--- src/rtl/utc_pkg.sv ---
// Shared definitions for the UTC converter scheduler.
// Holds the FSM state encoding, the calendar field widths, the weekday
// encoding (0 = Sunday) and the packed record of one converted timestamp.
package utc_pkg;

  localparam int YEAR_W  = 14;
  localparam int MONTH_W = 4;
  localparam int DAY_W   = 5;
  localparam int WDAY_W  = 3;
  localparam int HOUR_W  = 5;
  localparam int MIN_W   = 6;
  localparam int SEC_W   = 6;

  typedef enum logic [1:0] {
    IDLE    = 2'd0,
    LOAD    = 2'd1,
    WAIT    = 2'd2,
    CAPTURE = 2'd3
  } state_t;

  typedef enum logic [2:0] {
    SUNDAY    = 3'd0,
    MONDAY    = 3'd1,
    TUESDAY   = 3'd2,
    WEDNESDAY = 3'd3,
    THURSDAY  = 3'd4,
    FRIDAY    = 3'd5,
    SATURDAY  = 3'd6
  } weekday_t;

  // One calendar result, most significant field first.
  typedef struct packed {
    logic [YEAR_W-1:0]  year;
    logic [MONTH_W-1:0] month;
    logic [DAY_W-1:0]   day;
    logic [WDAY_W-1:0]  weekday;
    logic [HOUR_W-1:0]  hour;
    logic [MIN_W-1:0]   minute;
    logic [SEC_W-1:0]   second;
  } utc_fields_t;

endpackage

--- src/rtl/utc_conv_scheduler_if.sv ---
// Requester-side bus of the UTC converter scheduler.
// master: the requesters (drive req0/req1 and time0/time1, see done/res/busy).
// slave : the scheduler (samples requests, returns done pulses and results).
interface utc_conv_scheduler_if;
  import utc_pkg::*;

  logic               req0;
  logic [63:0]        time0;
  logic               req1;
  logic [63:0]        time1;
  logic               done0;
  logic               done1;
  logic [YEAR_W-1:0]  res_year;
  logic [MONTH_W-1:0] res_month;
  logic [DAY_W-1:0]   res_day;
  logic [WDAY_W-1:0]  res_weekday;
  logic [HOUR_W-1:0]  res_hour;
  logic [MIN_W-1:0]   res_minute;
  logic [SEC_W-1:0]   res_second;
  logic               busy;

  modport master (
    output req0, time0, req1, time1,
    input  done0, done1, busy,
    input  res_year, res_month, res_day, res_weekday, res_hour, res_minute, res_second
  );

  modport slave (
    input  req0, time0, req1, time1,
    output done0, done1, busy,
    output res_year, res_month, res_day, res_weekday, res_hour, res_minute, res_second
  );

endinterface

--- src/rtl/utc_conv_scheduler_rr_arb2.sv ---
// Two-way round-robin arbiter.
// Ports: clk, rst (sync, active-high); req[1:0] request levels; en allows the
// last_grant register to advance; any_req flags a pending request; winner is
// the index chosen this cycle (combinational from req and last_grant).
// On a tie the requester that did not win last time is chosen; last_grant
// resets to 1 so requester 0 wins the first tie.
module rr_arb2 (
  input  logic       clk,
  input  logic       rst,
  input  logic [1:0] req,
  input  logic       en,
  output logic       any_req,
  output logic       winner
);

  logic last_grant;

  // Winner selection from the current requests and the previous grant.
  always_comb begin
    any_req = req[0] | req[1];
    winner  = 1'b0;
    if (req[0] && req[1]) begin
      winner = ~last_grant;
    end else if (req[1]) begin
      winner = 1'b1;
    end else begin
      winner = 1'b0;
    end
  end

  // Remember who won, only when a grant is actually issued.
  always_ff @(posedge clk) begin
    if (rst) begin
      last_grant <= 1'b1;
    end else if (en && any_req) begin
      last_grant <= winner;
    end else begin
      last_grant <= last_grant;
    end
  end

endmodule

--- src/rtl/utc_conv_scheduler.sv ---
// Time-shares one unix64_to_UTC converter between two requesters.
// Ports: clk, rst (sync, active-high); bus (slave side: req/time in,
// done/res/busy out); conv_unix_time drives the converter input; conv_* are
// the converter's calendar outputs.
// The converter has no handshake, so the granted time is held on
// conv_unix_time for CONV_LATENCY cycles before the outputs are captured.
// All outputs are registered; req/time only reach them through flops.
module utc_conv_scheduler
  import utc_pkg::*;
#(
  parameter int CONV_LATENCY = 64
) (
  input  logic               clk,
  input  logic               rst,
  utc_conv_scheduler_if.slave bus,
  output logic [63:0]        conv_unix_time,
  input  logic [YEAR_W-1:0]  conv_year,
  input  logic [MONTH_W-1:0] conv_month,
  input  logic [DAY_W-1:0]   conv_day,
  input  logic [WDAY_W-1:0]  conv_weekday,
  input  logic [HOUR_W-1:0]  conv_hour,
  input  logic [MIN_W-1:0]   conv_minute,
  input  logic [SEC_W-1:0]   conv_second
);

  localparam int CNT_W = $clog2(CONV_LATENCY + 1);

  state_t           state;
  state_t           next_state;
  logic [CNT_W-1:0] cnt;
  logic             gnt;
  logic             grant_en;
  logic             any_req;
  logic             winner;

  // Grants are only issued while idle.
  assign grant_en = (state == IDLE);

  rr_arb2 u_arb (
    .clk     (clk),
    .rst     (rst),
    .req     ({bus.req1, bus.req0}),
    .en      (grant_en),
    .any_req (any_req),
    .winner  (winner)
  );

  // State register.
  always_ff @(posedge clk) begin
    if (rst) begin
      state <= IDLE;
    end else begin
      state <= next_state;
    end
  end

  // Next-state logic.
  always_comb begin
    next_state = state;
    case (state)
      IDLE: begin
        if (any_req) begin
          next_state = LOAD;
        end else begin
          next_state = IDLE;
        end
      end
      LOAD: begin
        next_state = WAIT;
      end
      WAIT: begin
        if (cnt == {CNT_W{1'b0}}) begin
          next_state = CAPTURE;
        end else begin
          next_state = WAIT;
        end
      end
      CAPTURE: begin
        next_state = IDLE;
      end
      default: begin
        next_state = IDLE;
      end
    endcase
  end

  // Grant latch, converter drive and settle counter.
  // conv_unix_time is deliberately left holding the last value after capture.
  always_ff @(posedge clk) begin
    if (rst) begin
      conv_unix_time <= 64'd0;
      gnt            <= 1'b0;
      cnt            <= {CNT_W{1'b0}};
    end else begin
      case (state)
        IDLE: begin
          if (any_req) begin
            gnt            <= winner;
            conv_unix_time <= winner ? bus.time1 : bus.time0;
          end
        end
        LOAD: begin
          cnt <= CNT_W'(CONV_LATENCY - 1);
        end
        WAIT: begin
          if (cnt != {CNT_W{1'b0}}) begin
            cnt <= cnt - CNT_W'(1);
          end
        end
        CAPTURE: begin
          cnt <= cnt;
        end
        default: begin
          cnt <= {CNT_W{1'b0}};
        end
      endcase
    end
  end

  // Result capture; held until the next conversion completes.
  always_ff @(posedge clk) begin
    if (rst) begin
      bus.res_year    <= {YEAR_W{1'b0}};
      bus.res_month   <= {MONTH_W{1'b0}};
      bus.res_day     <= {DAY_W{1'b0}};
      bus.res_weekday <= {WDAY_W{1'b0}};
      bus.res_hour    <= {HOUR_W{1'b0}};
      bus.res_minute  <= {MIN_W{1'b0}};
      bus.res_second  <= {SEC_W{1'b0}};
    end else if (state == CAPTURE) begin
      bus.res_year    <= conv_year;
      bus.res_month   <= conv_month;
      bus.res_day     <= conv_day;
      bus.res_weekday <= conv_weekday;
      bus.res_hour    <= conv_hour;
      bus.res_minute  <= conv_minute;
      bus.res_second  <= conv_second;
    end
  end

  // Done pulses land in the first IDLE cycle, together with the new result.
  // busy is registered from next_state so it matches "state != IDLE".
  always_ff @(posedge clk) begin
    if (rst) begin
      bus.done0 <= 1'b0;
      bus.done1 <= 1'b0;
      bus.busy  <= 1'b0;
    end else begin
      bus.done0 <= (state == CAPTURE) && !gnt;
      bus.done1 <= (state == CAPTURE) && gnt;
      bus.busy  <= (next_state != IDLE);
    end
  end

endmodule

--- src/flat_wrapper.sv ---
// flat-port wrapper written by rule: the top's interface ports become plain ports
module utc_conv_scheduler_flat import utc_pkg::*;
#(
  parameter int CONV_LATENCY = 64
)
  (clk, rst, conv_unix_time, conv_year, conv_month, conv_day, conv_weekday, conv_hour, conv_minute, conv_second, bus_req0, bus_time0, bus_req1, bus_time1, bus_done0, bus_done1, bus_busy, bus_res_year, bus_res_month, bus_res_day, bus_res_weekday, bus_res_hour, bus_res_minute, bus_res_second);
  utc_conv_scheduler_if bus_i ();
  input  logic clk;
  input  logic rst;
  output logic [63:0] conv_unix_time;
  input  logic [YEAR_W-1:0] conv_year;
  input  logic [MONTH_W-1:0] conv_month;
  input  logic [DAY_W-1:0] conv_day;
  input  logic [WDAY_W-1:0] conv_weekday;
  input  logic [HOUR_W-1:0] conv_hour;
  input  logic [MIN_W-1:0] conv_minute;
  input  logic [SEC_W-1:0] conv_second;
  input wire logic [$bits(bus_i.req0)-1:0] bus_req0;
  input wire logic [$bits(bus_i.time0)-1:0] bus_time0;
  input wire logic [$bits(bus_i.req1)-1:0] bus_req1;
  input wire logic [$bits(bus_i.time1)-1:0] bus_time1;
  output wire logic [$bits(bus_i.done0)-1:0] bus_done0;
  output wire logic [$bits(bus_i.done1)-1:0] bus_done1;
  output wire logic [$bits(bus_i.busy)-1:0] bus_busy;
  output wire logic [$bits(bus_i.res_year)-1:0] bus_res_year;
  output wire logic [$bits(bus_i.res_month)-1:0] bus_res_month;
  output wire logic [$bits(bus_i.res_day)-1:0] bus_res_day;
  output wire logic [$bits(bus_i.res_weekday)-1:0] bus_res_weekday;
  output wire logic [$bits(bus_i.res_hour)-1:0] bus_res_hour;
  output wire logic [$bits(bus_i.res_minute)-1:0] bus_res_minute;
  output wire logic [$bits(bus_i.res_second)-1:0] bus_res_second;
  assign bus_i.req0 = bus_req0;
  assign bus_i.time0 = bus_time0;
  assign bus_i.req1 = bus_req1;
  assign bus_i.time1 = bus_time1;
  assign bus_done0 = bus_i.done0;
  assign bus_done1 = bus_i.done1;
  assign bus_busy = bus_i.busy;
  assign bus_res_year = bus_i.res_year;
  assign bus_res_month = bus_i.res_month;
  assign bus_res_day = bus_i.res_day;
  assign bus_res_weekday = bus_i.res_weekday;
  assign bus_res_hour = bus_i.res_hour;
  assign bus_res_minute = bus_i.res_minute;
  assign bus_res_second = bus_i.res_second;
  utc_conv_scheduler #(.CONV_LATENCY(CONV_LATENCY)) u_core (.clk(clk), .rst(rst), .bus(bus_i), .conv_unix_time(conv_unix_time), .conv_year(conv_year), .conv_month(conv_month), .conv_day(conv_day), .conv_weekday(conv_weekday), .conv_hour(conv_hour), .conv_minute(conv_minute), .conv_second(conv_second));
endmodule
--- config.mk ---
export PLATFORM = sky130hd
export DESIGN_NAME = utc_conv_scheduler_flat
export DESIGN_NICKNAME = d
export VERILOG_FILES = /design/src/rtl/utc_pkg.sv /design/src/rtl/utc_conv_scheduler_if.sv /design/src/rtl/utc_conv_scheduler_rr_arb2.sv /design/src/rtl/utc_conv_scheduler.sv /design/src/flat_wrapper.sv
export SDC_FILE = /design/constraint.sdc
export NUM_CORES = 1
export LEC_CHECK = 0
export ABC_AREA = 0
export CAP_MARGIN = 20
export CORE_MARGIN = 8
export CORE_UTILIZATION = 43
export CTS_BUF_LIST = sky130_fd_sc_hd__clkbuf_2
export DETAILED_ROUTE_END_ITERATION = 16
export PLACE_DENSITY_LB_ADDON = 0.12
export SYNTH_ARGS = -nofsm -noshare
export SYNTH_HDL_FRONTEND = slang
export SYNTH_SLANG_ARGS = --single-unit
--- constraint.sdc ---
create_clock -name clk -period 4.52 [get_ports clk]
set_input_delay 0.904 -clock clk [delete_from_list [all_inputs] [get_ports clk]]
set_output_delay 0.904 -clock clk [all_outputs]
set_load 0.01 [all_outputs]
* After elaboration in Yosys (flattened, before gate mapping)
Cells that the tools add are included.
** Storage, ports and cells
- Register bits after elaboration :: 121
- Input port bits :: 175
- Output and inout port bits :: 110
- Word-level logic and storage cells :: 42
** Cells by class
- Add/sub/neg operators :: 1
- Equality and inequality tests :: 4
- Muxes and demuxes :: 8
- Bitwise gates (word level) :: 2
- Reductions and logical operators :: 12
** Operators by type and width (number)
- 64-bit two-way mux :: 1
- 7-bit case mux with 2 select lines :: 1
- 2-bit case mux with 4 select lines :: 1
- 7-bit zero test :: 1
- 7-bit two-way mux :: 1
- 7-bit nonzero test :: 1
- 7-bit by 1-bit subtractor with 7-bit output (second input constant) :: 1
- 2-bit == test (second input constant) :: 2
- 1-bit logical AND :: 4
- 1-bit two-way mux :: 4
- 2-bit AND reduction :: 2
- 2-bit nonzero test :: 2
- 2-bit by 1-bit == test with 1-bit output (second input constant) :: 1
- 2-bit zero test :: 1
- 2-bit by 1-bit != test with 1-bit output (second input constant) :: 1
- 1-bit zero test :: 1
- 1-bit inverter :: 1
- 1-bit bitwise OR :: 1

* Longest topological paths before layout
- Depth after elaboration :: 4
- Gate-level depth with buffers :: 7
- Gate-level depth less buffers :: 5

* Modules after synthesis
From an unflattened synthesis, not the netlist that was laid out.
** Second synthesis, totals
- Cell total of the unflattened synthesis :: 498
- Area total of the unflattened synthesis :: 4931.0 um2
** Modules (own cells, without submodules)
- utc_conv_scheduler :: times used 1, cells each 492, area each 4874.7 um2, seq. area each 2402.3 um2
- rr_arb2 :: times used 1, cells each 6, area each 56.3 um2, seq. area each 20.0 um2

* Least setup slack after synthesis
Ideal clock, no wire load.
- Path type :: input -> register
- Start :: input port bus_req1
- End :: register u_core.conv_unix_time[40]
- Setup time :: 138 ps
- Arrival :: 1661 ps
- Setup slack :: 2722 ps
- Stages on the path :: 5
- Cells stage by stage :: a21boi_2 -> buf_6 -> buf_12 -> mux2i_1 -> a211oi_1
** Between the ends
- Word-level cells in the longest chain between the ends :: 3
- Elaborated cells between the ends (all ways) :: 6
- Classes of those cells :: mux: 3; bitwise: 1; reduce/logical: 2
** Ends and longest elaborated chain
- start: declaration :: RTL line flat_wrapper.sv:20 : input wire logic [$bits(bus_i.req1)-1:0] bus_req1;
- 1-bit two-way mux or 1-bit logical AND (tied branches) :: RTL line utc_conv_scheduler_rr_arb2.sv:24, utc_conv_scheduler_rr_arb2.sv:22
- 1-bit two-way mux :: RTL line utc_conv_scheduler_rr_arb2.sv:22 : if (req[0] && req[1]) begin
- 64-bit two-way mux :: RTL line utc_conv_scheduler.sv:99 : conv_unix_time <= winner ? bus.time1 : bus.time0;
- end signal: assignment :: RTL line utc_conv_scheduler.sv:99
- end: declaration :: RTL line utc_conv_scheduler.sv:16 : output logic [63:0] conv_unix_time,
Parallel ways exist; a longest one is shown, timed or not.
A chain may end at the register's enable or synchronous reset.

* Final worst setup path
- Start :: register u_core.conv_unix_time[18]
- End :: output port conv_unix_time[18]
** RTL lines
- end: declaration :: RTL line flat_wrapper.sv:10 : output logic [63:0] conv_unix_time;
No word-level cell between the ends.

==> results.toml <==
[global_route]
grt_overflow_total = 0
grt_util_met1_pct = 20.7
grt_antenna_before_repair = 1
grt_pass1_wl_um = 24900
busiest_layer = "met2"
use_met3_pct = 12.5
grt_usage_pct = 20.8
grt_max_degree = 113
use_met2_pct = 35.3
grt_pass1_vias = 4888

[sta]
rsz0062_at_grt = "false"
slew_violations = 0
finalCritPeriodShare_pct = 55.7
max_freq_mhz = 397
relSlewSlack_pct = 42.3
hold_violations = 0
clock_skew_ns = 0.0253
tns_ns = 0
worst_slew_pin_slew_ns = 0.866
timing.hold.ws_ns = 0.478
finalSetupViolCount = 0
layout_min_cycle_time_ns = 2.52

[critical_path]
worst_setup_path_end_kind = "output port"
critPathLaunch = "u_core.conv_unix_time[18]$_SDFFE_PP0P_"
cp_slowest_stage_delay_ns = 0.61
path_buf_inv = 1
cp_max_fo = 2
rr_startpoint = "u_core.state[0]$_SDFF_PP0_"
crit_path_start_kind = "flip-flop"
crit_slowest_cell = "clkdlybuf4s50_1"
cp.required_ns = 3.62
cpLargestDelayFamily = "buffers and inverters"
cp_data_arrival_time_ns = 1.61
cp_cell_sequence = "clkdlybuf4s50_1"
path_class = "reg2out"

[synth]
yosys.area.top_type = "dfxtp_1"
ys_ff_latch = 121
synth.top_cell.area_share_pct = 48.2
yosysWarnings = 0
synthesis.nets = 679
yosys-top-cells-area = "dfxtp_1 48%, mux2i_1 21%, a211oi_1 9.9%"
syn_inst = 499
synthDistinctLibCells = 37
yosysSeqAreaShare_pct = 48.2
netlist_area_mm2 = 0.00503
avgSynthCellArea_um2 = 10.1

[cells_and_area]
layout-drive-gt1-share_pct = 5.78
fill_cells = 885
post-route-util_pct = 71.3
fin_nets = 946
area_growth_pct = 62.0

[clock_network]
cts.repair.resized = 0
cts_setup_buffers = 0
clk_latency_ns = 0.64
cts_buffers = 17
path_clk_slew_ns = 0.19
cts-root-buf = "clkbuf_2"
htreeDepth = 4
tritoncts = "yes"
cts_sinks = 121
cts_max_path_buffers = 2
postCtsHoldBufs = 0

[floorplanning]
pin_count = 285
fp-row-count = 39
die_h_um = 124
die_area_mm2 = 0.0154
die_x_um = 124
initial_core_util_pct = 44.0
core_area_mm2 = 0.0114

[power]
power_density_mw_per_mm2 = 368
leakagePower_nw = 3.03
max-vdd-ir-drop_v = 0.000203
p_sw_share_pct = 30.8
total_power_mw = 3.00
power_frac_clock_pct = 26.2
p_seq_share_pct = 42.8
power_frac_comb_pct = 31.1
p_int_mw = 2.07
p_sw_mw = 0.924

[outcome]
outcome = "finished clean"

[placement]
hpwl_um = 13100
place_congestion = 0.791
port_buffers = 284

[worst_hold_path]
hold_path_startpoint = "u_core.gnt$_SDFFE_PP0P_"
hold_path_class = "reg2reg"

[route]
ant_nets = 0
drt_iter0_markers = 187
firstDrtPassIters = 5
drcViolationCount = 0
vias_per_cell = 5.04
wl_um = 16700
wl_per_cell_um = 18.1
vias = 4650

[job]
drv_cap = 0
cells in the final DEF, fill, tap and decap left out, types with 2 or more instances in the layout:
master	count
a21oi_1	4
clkbuf_2	17
clkinv_2	3
a221oi_1	2
a31o_2	3
dfxtp_1	121
a211oi_1	66
nor2_1	112
clkinvlp_4	3
mux2i_1	107
bufinv_16	4
nor3b_1	2
inv_1	9
clkinv_4	4
buf_4	5
ha_1	4
nand2_1	4
a31oi_1	3
nand2b_1	2
clkdlybuf4s50_1	283
power by group through the flow:
stage	logic (mW)	registers, mW	clock network, mW
floorplan	0.420	1.35	0
global placement	0.917	1.30	0
detailed placement	0.938	1.31	0
CTS	0.943	1.28	0.806
global route	1.02	1.30	0.850
finish	0.932	1.28	0.785
stage by stage:
step	area, um2	instances	setup slack [ns]
after global routing	8150	923	1.85
after global placement	7860	890	1.81
after CTS	8140	922	1.92
after detailed placement	7860	890	1.74
after floorplan	5030	499	2.72
final	8150	923	2.00
final cells by class:
type / instances / area (um2) / share of cell area [%]
diodes: 1 / 2.50 / 0.0307
clock buffers: 17 / 85.1 / 1.04
clock inverters: 15 / 201 / 2.47
inverters: 9 / 33.8 / 0.415
multi-input cells: 328 / 2330 / 28.6
flip-flops and latches: 121 / 2420 / 29.7
well taps: 143 / 179 / 2.20
repair buffers: 289 / 2890 / 35.5
state kept, by name, indices dropped and copies added (netlist names):
name / cells
u_core.bus.busy: 1
u_core.bus.done0: 1
u_core.bus.done1: 1
u_core.bus.res_day: 5
u_core.bus.res_hour: 5
u_core.bus.res_minute: 6
u_core.bus.res_month: 4
u_core.bus.res_second: 6
u_core.bus.res_weekday: 3
u_core.bus.res_year: 14
u_core.cnt: 7
u_core.conv_unix_time: 64
u_core.gnt: 1
u_core.state: 2
u_core.u_arb.last_grant: 1
logic make-up after synthesis:
group	share of synthesized area, %
and+or+nand+nor	10.2
DFF	48.2
muxes	21.3
AOI/OAI and AO/OA	13.3
buffers and inverters	5.82
adders and majority gates	1.24
Yosys cell counts:
cell type,count
a22oi_1,1
or4b_1,1
or2_2,1
and3b_1,1
a221oi_1,2
a21o_1,1
buf_12,5
buf_6,1
buf_2,6
mux2i_1,107
a211o_1,1
a31oi_1,3
clkbuf_2,1
o31ai_1,1
a21boi_2,1
a21oi_1,4
a31o_2,3
a41oi_1,1
o21ai_0,1
nor3b_1,2
ha_1,5
or3b_1,1
nor2_1,112
nand2_1,4
nand2b_1,2
nor4_1,1
a311oi_1,1
clkbuf_1,24
o21a_1,2
buf_4,2
buf_1,2
inv_1,9
o41ai_1,1
dfxtp_1,121
nor3_1,1
a211oi_1,66
nand4_1,1
path summary, 6_finish.rpt:
check | to | slack (ns) | depth (start not counted)
worst min-delay path | u_core.bus.done0$_SDFF_PP0_ | 0.48 | 1
worst max-delay path | conv_unix_time[18] | 2.00 | 1
worst max register to register | u_core.conv_unix_time[52]$_SDFFE_PP0P_ | 2.63 | 6
worst min register to register | u_core.bus.done0$_SDFF_PP0_ | 0.48 | 1
routing by layer:
metal  up-vias  part of all wire (%)
met5         -                     0
met4         0                   1.8
met3        19                    15
met2       207                    48
met1      2111                    36
li1       2313                     -
(Power assumes the default switching activity.)
